File: config.mk
export PLATFORM = sky130hd
export DESIGN_NAME = uart_phy_flat
export DESIGN_NICKNAME = d
export VERILOG_FILES = /design/src/rtl/uart_phy_if.sv /design/src/rtl/uart_phy.sv /design/src/flat_wrapper.sv
export SDC_FILE = /design/constraint.sdc
export NUM_CORES = 1
export LEC_CHECK = 0
export CORE_AREA = 2 2 153 155
export DETAILED_ROUTE_END_ITERATION = 12
export DIE_AREA = 0 0 155 157
export GPL_ROUTABILITY_DRIVEN = 0
export PLACE_DENSITY = 0.79
export SLEW_MARGIN = 20
export SYNTH_ARGS = -nofsm -noshare
export SYNTH_HDL_FRONTEND = slang
export SYNTH_SLANG_ARGS = --single-unit
File: constraint.sdc
create_clock -name clk -period 3.6 [get_ports clk]
set_clock_uncertainty 0.2 [all_clocks]
set_input_delay 0.54 -clock clk [delete_from_list [all_inputs] [get_ports clk]]
set_output_delay 0.54 -clock clk [all_outputs]
set_load 0.1 [all_outputs]
File: src/rtl/uart_phy_if.sv
// Byte-level handshake between the register block and the UART serial front end.
// master = register block side, slave = uart_phy side.
interface uart_phy_if;
  logic       tx_valid;
  logic [7:0] tx_data;
  logic       tx_ready;
  logic       rx_valid;
  logic [7:0] rx_data;
  logic       rx_ready;

  modport master (
    output tx_valid, tx_data, rx_ready,
    input  tx_ready, rx_valid, rx_data
  );

  modport slave (
    input  tx_valid, tx_data, rx_ready,
    output tx_ready, rx_valid, rx_data
  );
endinterface

File: src/rtl/uart_phy.sv
// 8N1 UART serial front end: TX FIFO + serialiser, RX synchroniser + deserialiser + RX FIFO.
// A small show-ahead byte FIFO is shared by both directions.
module uart_phy_fifo #(
  parameter int DEPTH_LOG2 = 4
) (
  input  logic       clk,
  input  logic       rstn,
  input  logic       push,
  input  logic [7:0] wdata,
  input  logic       pop,
  output logic [7:0] rdata,
  output logic       full,
  output logic       empty
);
  localparam int DEPTH = 1 << DEPTH_LOG2;

  logic [7:0]          mem [DEPTH];
  logic [DEPTH_LOG2:0] wr_ptr;
  logic [DEPTH_LOG2:0] rd_ptr;
  logic                do_push;
  logic                do_pop;

  assign empty   = (wr_ptr == rd_ptr);
  assign full    = (wr_ptr[DEPTH_LOG2] != rd_ptr[DEPTH_LOG2]) &&
                   (wr_ptr[DEPTH_LOG2-1:0] == rd_ptr[DEPTH_LOG2-1:0]);
  assign do_pop  = pop && !empty;
  // A full FIFO still accepts a push when the head leaves in the same cycle.
  assign do_push = push && (!full || do_pop);
  assign rdata   = empty ? 8'h00 : mem[rd_ptr[DEPTH_LOG2-1:0]];

  always_ff @(posedge clk or negedge rstn) begin
    if (!rstn) begin
      wr_ptr <= '0;
      rd_ptr <= '0;
    end else begin
      if (do_push) wr_ptr <= wr_ptr + (DEPTH_LOG2+1)'(1);
      if (do_pop)  rd_ptr <= rd_ptr + (DEPTH_LOG2+1)'(1);
    end
  end

  always_ff @(posedge clk) begin
    if (do_push) mem[wr_ptr[DEPTH_LOG2-1:0]] <= wdata;
  end
endmodule

module uart_phy #(
  parameter int CLKDIV     = 434,
  parameter int DEPTH_LOG2 = 4
) (
  input  logic        clk,
  input  logic        rstn,
  uart_phy_if.slave   host,
  input  logic        rxd,
  output logic        txd,
  output logic        rx_ferr,
  output logic        rx_ovf,
  output logic        tx_drop
);
  localparam logic [15:0] FULL_M1 = 16'(CLKDIV - 1);
  localparam logic [15:0] HALF_M1 = 16'(CLKDIV / 2 - 1);

  typedef enum logic [1:0] {S_IDLE, S_START, S_DATA, S_STOP} state_t;

  logic       tx_pop, tx_full, tx_empty, tx_bit_end, txd_d;
  logic [7:0] tx_head, tx_sh, tx_sh_d;
  logic [15:0] tx_cnt;
  logic [2:0] tx_idx;
  state_t     tx_state, tx_state_d;

  uart_phy_fifo #(.DEPTH_LOG2(DEPTH_LOG2)) u_tx_fifo (
    .clk(clk), .rstn(rstn), .push(host.tx_valid), .wdata(host.tx_data),
    .pop(tx_pop), .rdata(tx_head), .full(tx_full), .empty(tx_empty)
  );

  assign host.tx_ready = !tx_full;
  assign tx_bit_end    = (tx_cnt == FULL_M1);

  always_ff @(posedge clk or negedge rstn) begin
    if (!rstn) tx_state <= S_IDLE;
    else       tx_state <= tx_state_d;
  end

  always_comb begin
    tx_state_d = tx_state;
    case (tx_state)
      S_IDLE:  if (!tx_empty) tx_state_d = S_START;
      S_START: if (tx_bit_end) tx_state_d = S_DATA;
      S_DATA:  if (tx_bit_end && tx_idx == 3'd7) tx_state_d = S_STOP;
      S_STOP:  if (tx_bit_end) tx_state_d = S_IDLE;
      default: tx_state_d = S_IDLE;
    endcase
  end

  // txd is registered from the next state so the line changes with the state.
  always_comb begin
    tx_pop  = (tx_state == S_IDLE) && !tx_empty;
    tx_sh_d = tx_sh;
    if (tx_pop)                                  tx_sh_d = tx_head;
    else if (tx_state == S_DATA && tx_bit_end)   tx_sh_d = {1'b0, tx_sh[7:1]};
    txd_d = 1'b1;
    case (tx_state_d)
      S_START: txd_d = 1'b0;
      S_DATA:  txd_d = tx_sh_d[0];
      default: txd_d = 1'b1;
    endcase
  end

  always_ff @(posedge clk or negedge rstn) begin
    if (!rstn) begin
      tx_cnt  <= '0;
      tx_idx  <= '0;
      txd     <= 1'b1;
      tx_drop <= 1'b0;
    end else begin
      tx_cnt  <= (tx_state == S_IDLE || tx_bit_end) ? '0 : tx_cnt + 16'd1;
      if (tx_state == S_DATA && tx_bit_end) tx_idx <= tx_idx + 3'd1;
      txd     <= txd_d;
      tx_drop <= host.tx_valid && tx_full && !tx_pop;
    end
  end

  always_ff @(posedge clk) tx_sh <= tx_sh_d;

  logic       rxd_p0, rxd_p1, rxd_p2;
  logic       rx_fall, rx_half_end, rx_bit_end, rx_push, rx_ferr_d;
  logic       rx_full, rx_empty;
  logic [7:0] rx_sh, rx_head;
  logic [15:0] rx_cnt;
  logic [2:0] rx_idx;
  state_t     rx_state, rx_state_d;

  // p0/p1: metastability synchroniser; p2: edge-detect history
  always_ff @(posedge clk or negedge rstn) begin
    if (!rstn) begin
      rxd_p0 <= 1'b1;
      rxd_p1 <= 1'b1;
      rxd_p2 <= 1'b1;
    end else begin
      rxd_p0 <= rxd;
      rxd_p1 <= rxd_p0;
      rxd_p2 <= rxd_p1;
    end
  end

  assign rx_fall     = rxd_p2 && !rxd_p1;
  assign rx_half_end = (rx_cnt == HALF_M1);
  assign rx_bit_end  = (rx_cnt == FULL_M1);

  uart_phy_fifo #(.DEPTH_LOG2(DEPTH_LOG2)) u_rx_fifo (
    .clk(clk), .rstn(rstn), .push(rx_push), .wdata(rx_sh),
    .pop(host.rx_ready), .rdata(rx_head), .full(rx_full), .empty(rx_empty)
  );

  assign host.rx_valid = !rx_empty;
  assign host.rx_data  = rx_head;

  always_ff @(posedge clk or negedge rstn) begin
    if (!rstn) rx_state <= S_IDLE;
    else       rx_state <= rx_state_d;
  end

  always_comb begin
    rx_state_d = rx_state;
    case (rx_state)
      S_IDLE:  if (rx_fall) rx_state_d = S_START;
      S_START: if (rx_half_end) rx_state_d = rxd_p1 ? S_IDLE : S_DATA;
      S_DATA:  if (rx_bit_end && rx_idx == 3'd7) rx_state_d = S_STOP;
      S_STOP:  if (rx_bit_end) rx_state_d = S_IDLE;
      default: rx_state_d = S_IDLE;
    endcase
  end

  always_comb begin
    rx_push   = (rx_state == S_STOP) && rx_bit_end && rxd_p1;
    rx_ferr_d = (rx_state == S_STOP) && rx_bit_end && !rxd_p1;
  end

  always_ff @(posedge clk or negedge rstn) begin
    if (!rstn) begin
      rx_cnt  <= '0;
      rx_idx  <= '0;
      rx_ferr <= 1'b0;
      rx_ovf  <= 1'b0;
    end else begin
      if (rx_state == S_IDLE || (rx_state == S_START && rx_half_end) ||
          (rx_state != S_START && rx_bit_end))
        rx_cnt <= '0;
      else
        rx_cnt <= rx_cnt + 16'd1;
      if (rx_state == S_DATA && rx_bit_end) rx_idx <= rx_idx + 3'd1;
      rx_ferr <= rx_ferr_d;
      rx_ovf  <= rx_push && rx_full && !host.rx_ready;
    end
  end

  always_ff @(posedge clk) begin
    if (rx_state == S_DATA && rx_bit_end) rx_sh <= {rxd_p1, rx_sh[7:1]};
  end
endmodule
File: src/flat_wrapper.sv
// flat-port wrapper written by rule: the top's interface ports become plain ports
module uart_phy_flat 
#(
  parameter int CLKDIV     = 434,
  parameter int DEPTH_LOG2 = 4
)
  (clk, rstn, rxd, txd, rx_ferr, rx_ovf, tx_drop, host_tx_valid, host_tx_data, host_rx_ready, host_tx_ready, host_rx_valid, host_rx_data);
  uart_phy_if host_i ();
  input  logic clk;
  input  logic rstn;
  input  logic rxd;
  output logic txd;
  output logic rx_ferr;
  output logic rx_ovf;
  output logic tx_drop;
  input wire logic [$bits(host_i.tx_valid)-1:0] host_tx_valid;
  input wire logic [$bits(host_i.tx_data)-1:0] host_tx_data;
  input wire logic [$bits(host_i.rx_ready)-1:0] host_rx_ready;
  output wire logic [$bits(host_i.tx_ready)-1:0] host_tx_ready;
  output wire logic [$bits(host_i.rx_valid)-1:0] host_rx_valid;
  output wire logic [$bits(host_i.rx_data)-1:0] host_rx_data;
  assign host_i.tx_valid = host_tx_valid;
  assign host_i.tx_data = host_tx_data;
  assign host_i.rx_ready = host_rx_ready;
  assign host_tx_ready = host_i.tx_ready;
  assign host_rx_valid = host_i.rx_valid;
  assign host_rx_data = host_i.rx_data;
  uart_phy #(.CLKDIV(CLKDIV), .DEPTH_LOG2(DEPTH_LOG2)) u_core (.clk(clk), .rstn(rstn), .host(host_i), .rxd(rxd), .txd(txd), .rx_ferr(rx_ferr), .rx_ovf(rx_ovf), .tx_drop(tx_drop));
endmodule
==> results.yml, run 1 <==
route:
  drt_iter0_markers: 679
  drtPass1Iterations: 5
  drc_errors: 0
  routedWlPerCell_um: 24.25
  wl_um: 27750
  via_per_inst: 6.182
  ant_nets: 0
  vias: 7072
global_route:
  grt_pass1_vias: 7276
  antenna_found_initial: 0
  grt_start_max_net_pins: 70
  overflow: 0
  grt.total_usage_pct: 24.05
  grt_pass1_wl_um: 43720
logic_synthesis:
  yosys-top-cells-area: "edfxtp_1 59%, mux4_2 12%, dfrtp_1 12%"
  synthCells: 783
  synth.cell_area_um2: 13890
  dominantRegCellSynth: "edfxtp_1"
  synth_cell_type_count: 47
  synth_top_area_cell: "edfxtp_1"
  synthArstFlopShare_pct: 20.23
  ys_ff_latch: 341
  syn_area_per_cell_um2: 17.74
  synth.yosys.warnings: 0
  yosysTopAreaCellShare_pct: 58.59
  synth_seq_area_share_pct: 71.21
  synth_enable_flop_cells: 271
  synth_nets: 815
floorplanning:
  row_count: 55
  die_area_um2: 24340
  coreArea_um2: 22500
  start_util_pct: 61.72
  chipHeight_um: 157
  die_x_um: 155
  ioPinCount: 27
timing:
  hold_viol: 0
  hold_slack_ns: 0.1570
  fin_crit_ns: 3.502
  final_max_slew_viol_count: 0
  relSlewSlack_pct: 34.91
  period_share_pct: 97.28
  rsz0062_at_grt: "false"
  fin_tns_setup_ns: 0
  finalSetupViolations: 0
  tightestPinTransition_ns: 0.9733
  clock.fmax_ghz: 0.2855
clocking:
  clockBufferDepth: 3
  clock_latency_ns: 0.52
  clk_pin_slew_worst_paths_ns: 0.06
  htreeDepth: 2
  cts_tree: "yes"
  numCtsBuffers: 35
  cts_num_sinks: 341
  root_buffer: "clkbuf_16"
  post_cts_buffers: 0
finish:
  antenna_cells: 0
  most-common-layout-cells: "271 x edfxtp_1, 73 x mux4_2, 67 x nor2_1"
  seqCellArea_um2: 9894
  area_growth_pct: 13.74
  nFillCells: 1344
  final_util_pct: 70.20
  multiInputGateArea_um2: 3791
  final_common_cell: "edfxtp_1"
  design_area_um2: 15800
  finish.net_count: 865
  layout-drive-gt1-share_pct: 21.65
place:
  dpl-instance-area_um2: 14610
  io_buffers: 26
  hpwl_um: 17730
status:
  status: "completed"
min_path:
  min_from: "u_core.rxd_p0$_DFF_PN1_"
  hold_path_end: "u_core.rxd_p1$_DFF_PN1_"
  hp-class: "register to register"
  hold-path-cell-count: 0
setup_path:
  r2r_end: "u_core.u_rx_fifo.mem[15][6]$_DFFE_PP_"
  path_class: "register to output port"
  worstRegToRegCells: 5
  critPathMaxStageDelay_ns: 0.58
  path_buf_inv: 2
  crit_required_ns: 2.86
  cpMaxStageDelayCell: "mux4_2"
  cp-end-kind: "output port"
  crit_path_cell_trace: "buf_12, mux4_2, mux4_2, and2_1, buf_12"
  reg2reg_from: "u_core.rx_cnt[9]$_DFF_PN0_"
  critPathLaunchType: "register"
  path_delay_family: "multiplexers"
  worstPathMaxFanout: 26
  cp.arrival_ns: 2.76
  r2r_slack_ns: 0.40
pwr:
  p_per_area_nw_per_um2: 550.9
  finalPower_uw: 8702
  cellLeakagePower_uw: 0.005541
  ir_drop_mv: 0.5009
job:
  maxCapViolations: 0
what timing repair did:
item / 4_1_cts / 5_1_grt
resized for setup: 0 / 1
hold buffers: 1 / 0
hold endpoints to repair: 37 / 0
endpoints found under the setup margin: 0 / 6
power breakdown:
| part | leakage (uW) | switching, uW | internal (uW) | total, uW |
|---|---|---|---|---|
| combinational | 0.00161 | 313 | 194 | 507 |
| clock | 0.000573 | 1480 | 2160 | 3640 |
| sequential | 0.00336 | 111 | 4440 | 4550 |
| total | 0.00554 | 1900 | 6800 | 8700 |
routing by layer:
| metal | vias up | global-route usage, % | share of wire, % | wire [um] |
|---|---|---|---|---|
| met2 | 277 | 42.62 | 53 | 14600 |
| met1 | 3629 | 31.69 | 39 | 10910 |
| li1 | 3126 | - | - | - |
| met4 | 0 | 5.996 | 2.1 | 585 |
| met3 | 40 | 3.744 | 5.9 | 1649 |
| met5 | - | 0 | 0 | 0 |
synthesized netlist by cell type (all sizes together) (3+ instances only):
master	number
mux2	8
a21o	7
dfstp	4
mux4	73
inv	18
nor3	16
nor2	67
nand2	24
mux2i	4
clkbuf	11
buf	19
and3	5
dfrtp	65
nand3	16
ha	19
edfxtp	271
nand2b	3
nand4	15
a22oi	13
a21oi	7
xor2	22
and2	30
nor4	8
xnor2	36
sequential cells by signal, indices dropped and copies added, names as in the netlist, 2 cells and up, named ones only:
signal and count:
u_core.u_tx_fifo.mem 128, u_core.rx_sh 8, u_core.tx_sh 8, u_core.u_rx_fifo.wr_ptr 5, u_core.tx_state 2, u_core.rx_cnt 16, u_core.tx_idx 3, u_core.u_tx_fifo.rd_ptr 5
u_core.u_rx_fifo.mem 128, u_core.tx_cnt 16, u_core.u_tx_fifo.wr_ptr 5, u_core.rx_idx 3, u_core.u_rx_fifo.rd_ptr 5
how the worst max path moves through the flow:
stage	from	end	slack (ns)	cells after the start
floorplan	u_core.u_rx_fifo.wr_ptr[3]$_DFFE_PN0P_	host_rx_data[0]	0.05	6
global placement	u_core.rx_cnt[9]$_DFF_PN0_	u_core.u_rx_fifo.mem[15][0]$_DFFE_PP_	0.60	5
detailed placement	u_core.rx_cnt[9]$_DFF_PN0_	u_core.u_rx_fifo.mem[15][1]$_DFFE_PP_	0.51	5
CTS	u_core.u_rx_fifo.rd_ptr[0]$_DFFE_PN0P_	host_rx_data[6]	0.02	5
global route	u_core.u_rx_fifo.rd_ptr[0]$_DFFE_PN0P_	host_rx_data[2]	0.02	5
finish	u_core.u_rx_fifo.rd_ptr[0]$_DFFE_PN0P_	host_rx_data[6]	0.1	5
area by class of cell:
class | instances | share of cell area, %
well taps | 285 | 2.257
repair buffers | 43 | 3.232
flip-flops and latches | 341 | 62.64
multi-input cells | 394 | 24.00
clock inverters | 22 | 1.560
inverters | 18 | 0.4277
clock buffers | 41 | 5.885
per-stage QoR:
stage	setup slack, ns	instances
floorplan	0.05074	783
global placement	0.5980	1080
detailed placement	0.5083	1080
CTS	0.02160	1144
global route	0.01533	1144
finish	0.09786	1144
logic make-up after synthesis:
logic type                 after synthesis  synth area share [%]
muxes                                   85                 12.77
adders and majority gates               19                 1.712
DFF                                    341                 71.21
xor gates and xnor gates                58                 3.658
and+or+nand+nor                        198                 7.351
buffers and inverters                   48                 1.541
AOI/OAI and AO/OA                       34                 1.757
Note: power is estimated with default switching activity, not from simulation.
==> run 2, diff against run 1 <==
--- a/config.mk
+++ b/config.mk
@@ -10,6 +10,7 @@
 export DIE_AREA = 0 0 155 157
 export GPL_ROUTABILITY_DRIVEN = 0
 export PLACE_DENSITY = 0.79
+export REMOVE_ABC_BUFFERS = 1
 export SLEW_MARGIN = 20
 export SYNTH_ARGS = -nofsm -noshare
 export SYNTH_HDL_FRONTEND = slang
==> run 2 against run 1 <==
Critical path depth unchanged; design area about the same; clock power up 2%; register-to-register slack worse by 0.09 ns; combinational power up 5.1%; hold slack worse by 0.00069 ns; cell count unchanged; first-iteration DRC count down 8.8%; die area unchanged; sequential power about the same; non-clock buffer count unchanged; largest power group unchanged; highest routed layer unchanged.
==> results.yml, run 2 (synthesized netlist as in run 1, its figures left out) <==
setup_path:
  cp.arrival_ns: 2.73
  worstPathMaxFanout: 22
  critPathLaunchType: "register"
  path_class: "register to output port"
  cp-end-kind: "output port"
  critPathMaxStageDelay_ns: 0.56
  cpMaxStageDelayCell: "dfrtp_2"
  crit_required_ns: 2.86
  crit_path_cell_trace: "buf_12, mux4_2, mux4_2, and2_1, buf_12"
clocking:
  htreeDepth: 2
  numCtsBuffers: 35
  post_cts_buffers: 0
  clockBufferDepth: 3
  clock_latency_ns: 0.52
  root_buffer: "clkbuf_16"
  cts_tree: "yes"
  cts_num_sinks: 341
  clk_pin_slew_worst_paths_ns: 0.06
route:
  ant_nets: 0
  routedWlPerCell_um: 23.15
  drt_iter0_markers: 619
  via_per_inst: 6.203
  drtPass1Iterations: 5
  drc_errors: 0
  vias: 7096
  wl_um: 26480
global_route:
  overflow: 0
  antenna_found_initial: 0
  grt_pass1_vias: 7485
  grt_pass1_wl_um: 42460
  grt.total_usage_pct: 23.16
  grt_start_max_net_pins: 70
pwr:
  power_frac_clock_pct: 42.3
  switchingPower_uw: 1884
  netSwitchingFraction_pct: 21.41
  power_frac_comb_pct: 6.1
  p_per_area_nw_per_um2: 557.1
  ir_drop_mv: 0.5533
  p_int_uw: 6918
  cellLeakagePower_uw: 0.005536
  power_frac_seq_pct: 51.7
finish:
  design_area_um2: 15800
  layout-drive-gt1-share_pct: 21.07
  area_growth_pct: 13.77
  antenna_cells: 0
  final_common_cell: "edfxtp_1"
  most-common-layout-cells: "271 x edfxtp_1, 73 x mux4_2, 67 x nor2_1"
  finish.net_count: 865
timing:
  final_max_slew_viol_count: 0
  finalSetupViolations: 0
  clock.fmax_ghz: 0.2879
  tightestPinTransition_ns: 1.040
  relSlewSlack_pct: 30.41
  fin_crit_ns: 3.473
  period_share_pct: 96.47
  rsz0062_at_grt: "false"
  setup_ws_ns: 0.1269
  hold_viol: 0
place:
  hpwl_um: 16780
  io_buffers: 26
  pre_cts_ws_ns: 0.3399
  dpl-instance-area_um2: 14600
floorplanning:
  coreArea_um2: 22500
  start_util_pct: 61.72
  die_x_um: 155
  die_area_um2: 24340
  chipHeight_um: 157
  row_count: 55
  ioPinCount: 27
status:
  status: "completed"
min_path:
  hp-class: "register to register"
job:
  maxCapViolations: 0
[run 2: cell types whose count changed in the layout (fill, tap and decap cells not counted), moves of 2 or more]
cell,previous run,this run
clkbuf_1,4,8
inv_6,2,0
clkinv_4,3,1
clkinv_2,5,2
clkinv_1,4,7
[run 2: worst paths after layout]
kind                                                        start                                     end  slack [ns]  depth (start not counted)
max                        u_core.u_rx_fifo.rd_ptr[0]$_DFFE_PN0P_                         host_rx_data[5]        0.13                          5
min                                       u_core.rxd_p0$_DFF_PN1_                 u_core.rxd_p1$_DFF_PN1_        0.16                          0
max reg2reg                            u_core.rx_cnt[9]$_DFF_PN0_    u_core.u_rx_fifo.mem[5][3]$_DFFE_PP_        0.31                          5
min reg2reg                               u_core.rxd_p0$_DFF_PN1_                 u_core.rxd_p1$_DFF_PN1_        0.16                          0
max in group asynchronous                                    rstn  u_core.u_tx_fifo.rd_ptr[0]$_DFFE_PN0P_        2.05                          2
min in group asynchronous                                    rstn              u_core.rx_cnt[9]$_DFF_PN0_        0.50                          2
[run 2: per-stage QoR]
step	util (%)	setup TNS [ns]	instances	power, uW	hold WS [ns]
finish	70.21	0	1144	8802	0.1563
global route	70.21	0	1144	9076	0.1630
CTS	70.18	0	1144	8865	0.1580
floorplan	-	-5.711	753	4935	0.04441
detailed placement	64.86	0	1080	5168	0.1485
global placement	64.86	0	1080	5118	0.1459
[run 2: critical path: cells and delay by family, from the launching register on]
kind	cells	cell delay, ns
muxes	2	1.02
DFF	1	0.56
buffers and inverters	2	0.42
and+or+nand+nor	1	0.20
[run 2: layer usage]
| metal | vias to the layer above | GRT usage [%] | wire [um] |
|---|---|---|---|
| met5 | - | 0 | 0 |
| met4 | 0 | 8.818 | 790 |
| met3 | 55 | 3.497 | 1406 |
| met2 | 253 | 39.07 | 13500 |
| met1 | 3664 | 31.12 | 10780 |
| li1 | 3124 | - | - |
[run 2: power by group through the flow]
| stage | logic [uW] | registers [uW] | clock network (uW) |
|---|---|---|---|
| 4_1_cts | 544 | 4550 | 3770 |
| 5_1_grt | 588 | 4570 | 3920 |
| 3_5_place_dp | 539 | 4630 | 0 |
| 6_report | 533 | 4550 | 3720 |
| 2_1_floorplan | 336 | 4600 | 0 |
| 3_3_place_gp | 509 | 4610 | 0 |
[run 2: cell type report]
cell class | count | area [um^2]
Sequential cell | 341 | 9892
Fill cell | 1320 | 6703
Multi-Input combinational cell | 394 | 3800
Clock buffer | 47 | 983.4
Timing Repair Buffer | 43 | 498.0
Tap cell | 285 | 356.6
Clock inverter | 16 | 202.7
Inverter | 18 | 67.56
[run 2: repair_timing]
| item | 4_1_cts | 5_1_grt |
|---|---|---|
| hold buffers | 1 | 0 |
| endpoints found under the hold margin | 42 | 0 |
| endpoints found under the setup margin | 0 | 8 |
| resized for setup | 0 | 2 |
==> run 3, diff against run 2 <==
--- a/config.mk
+++ b/config.mk
@@ -11,6 +11,7 @@
 export GPL_ROUTABILITY_DRIVEN = 0
 export PLACE_DENSITY = 0.79
 export REMOVE_ABC_BUFFERS = 1
+export SETUP_SLACK_MARGIN = 0.3
 export SLEW_MARGIN = 20
 export SYNTH_ARGS = -nofsm -noshare
 export SYNTH_HDL_FRONTEND = slang
==> run 3 against run 2 <==
Cell count is 1.0% higher; setup slack better by 0.13 ns; non-clock buffer count is 12 higher; core utilization is 1.1 points higher; clock power hardly changed; via count is 0.92% higher; critical path depth is 2 higher; count of clock-buffer cells in the layout stayed put; wire length is 4.1% higher; power hardly changed; design area is 1.5% higher; global-route usage is 0.83 points higher; highest routed layer unchanged.
==> results.yml, run 3 (synthesized netlist as in run 1, its figures left out) <==
finish:
  final_common_cell: "edfxtp_1"
  most-common-layout-cells: "271 x edfxtp_1, 73 x mux4_2, 63 x dfrtp_1"
  antenna_cells: 0
  finish.net_count: 877
  seqCellArea_um2: 9892
  multiInputGateArea_um2: 3840
  final_util_pct: 71.27
  nFillCells: 1284
  area_growth_pct: 15.48
  layout-drive-gt1-share_pct: 24.00
pwr:
  finalPower_uw: 8803
  p_per_area_nw_per_um2: 548.9
  ir_drop_mv: 0.5490
  cellLeakagePower_uw: 0.005639
timing:
  rsz0062_at_grt: "true"
  period_share_pct: 92.85
  finalSetupViolations: 0
  tightestPinTransition_ns: 0.9754
  final_max_slew_viol_count: 0
  hold_viol: 0
  relSlewSlack_pct: 34.77
  clock.fmax_ghz: 0.2992
  fin_crit_ns: 3.343
setup_path:
  cp-end-kind: "output port"
  crit_required_ns: 2.86
  worstPathMaxFanout: 6
  critPathLaunchType: "register"
  path_class: "register to output port"
  cp.arrival_ns: 2.60
place:
  io_buffers: 26
  hpwl_um: 16780
global_route:
  grt_pass1_wl_um: 43700
  grt_pass1_vias: 7628
  overflow: 0
  grt.total_usage_pct: 23.99
  grt_start_max_net_pins: 70
  antenna_found_initial: 0
clocking:
  cts_num_sinks: 341
  clk_pin_slew_worst_paths_ns: 0.06
  clockBufferDepth: 3
  root_buffer: "clkbuf_16"
  htreeDepth: 2
  clock_latency_ns: 0.52
  numCtsBuffers: 35
  cts_tree: "yes"
floorplanning:
  die_area_um2: 24340
  start_util_pct: 61.72
  ioPinCount: 27
  row_count: 55
  coreArea_um2: 22500
  chipHeight_um: 157
  die_x_um: 155
route:
  drc_errors: 0
  ant_nets: 0
  wl_um: 27570
  vias: 7161
  drtPass1Iterations: 5
  via_per_inst: 6.195
  drt_iter0_markers: 534
  routedWlPerCell_um: 23.85
min_path:
  hp-class: "register to register"
job:
  maxCapViolations: 0
status:
  status: "completed"
==> run 3: layer usage <==
metal / track usage (%) / share of wire [%] / vias up
met4: 10.49 / 3.7 / 0
met3: 3.855 / 4.6 / 65
met2: 40.74 / 51 / 240
li1: - / - / 3146
met1: 31.21 / 41 / 3710
met5: 0 / 0 / -
==> run 3: worst max-delay path, cell delays in order, from the launching register on <==
cell	delay, ns
dfrtp_2	0.39
buf_6	0.12
buf_12	0.12
buf_16	0.13
mux4_2	0.51
mux4_2	0.49
and2_4	0.18
buf_12	0.16
==> run 3: layout make-up <==
type	count	share of cell area, %
Timing Repair Buffer	55	4.338
Clock buffer	47	6.132
Clock inverter	16	1.264
Inverter	18	0.4213
Sequential cell	341	61.68
Multi-Input combinational cell	394	23.94
Tap cell	285	2.223
==> run 3: worst paths after layout <==
| kind | from | endpoint | slack, ns | cells past startpoint |
|---|---|---|---|---|
| worst max-delay path | u_core.u_rx_fifo.rd_ptr[0]$_DFFE_PN0P_ | host_rx_data[0] | 0.26 | 7 |
| worst min-delay path | u_core.rxd_p0$_DFF_PN1_ | u_core.rxd_p1$_DFF_PN1_ | 0.16 | 0 |
| worst max register to register | u_core.rx_cnt[9]$_DFF_PN0_ | u_core.u_rx_fifo.mem[6][7]$_DFFE_PP_ | 0.46 | 5 |
| worst min register to register | u_core.rxd_p0$_DFF_PN1_ | u_core.rxd_p1$_DFF_PN1_ | 0.16 | 0 |
| max in group asynchronous | rstn | u_core.u_tx_fifo.rd_ptr[0]$_DFFE_PN0P_ | 2.04 | 2 |
| min in group asynchronous | rstn | u_core.rx_cnt[9]$_DFF_PN0_ | 0.50 | 2 |
==> run 3: where the power goes <==
| part | leakage [uW] | switching (uW) | total (uW) | internal, uW |
|---|---|---|---|---|
| clock | 0.000574 | 1440 | 3720 | 2280 |
| combinational | 0.00171 | 332 | 533 | 201 |
| sequential | 0.00336 | 109 | 4550 | 4440 |
| total | 0.00564 | 1880 | 8800 | 6920 |
==> run 3: stage by stage <==
step	area (um^2)	hold slack, ns	std cells	TNS, ns	setup WS [ns]
3_3_place_gp	14600	0.1459	1080	0	0.4696
4_1_cts	16020	0.1580	1156	0	0.2615
2_1_floorplan	13740	0.04441	753	-5.711	-0.6852
6_report	16040	0.1563	1156	0	0.2572
5_1_grt	16040	0.1630	1156	0	0.1953
3_5_place_dp	14600	0.1485	1080	0	0.3399
==> run 3: repair_timing <==
| item | in CTS | in global routing |
|---|---|---|
| pin swaps | 2 | 0 |
| resized for setup | 19 | 8 |
| endpoints found under the setup margin | 9 | 72 |
| cloned | 3 | 0 |
| hold buffers | 1 | 0 |
| setup buffers | 9 | 0 |
| endpoints found under the hold margin | 42 | 0 |
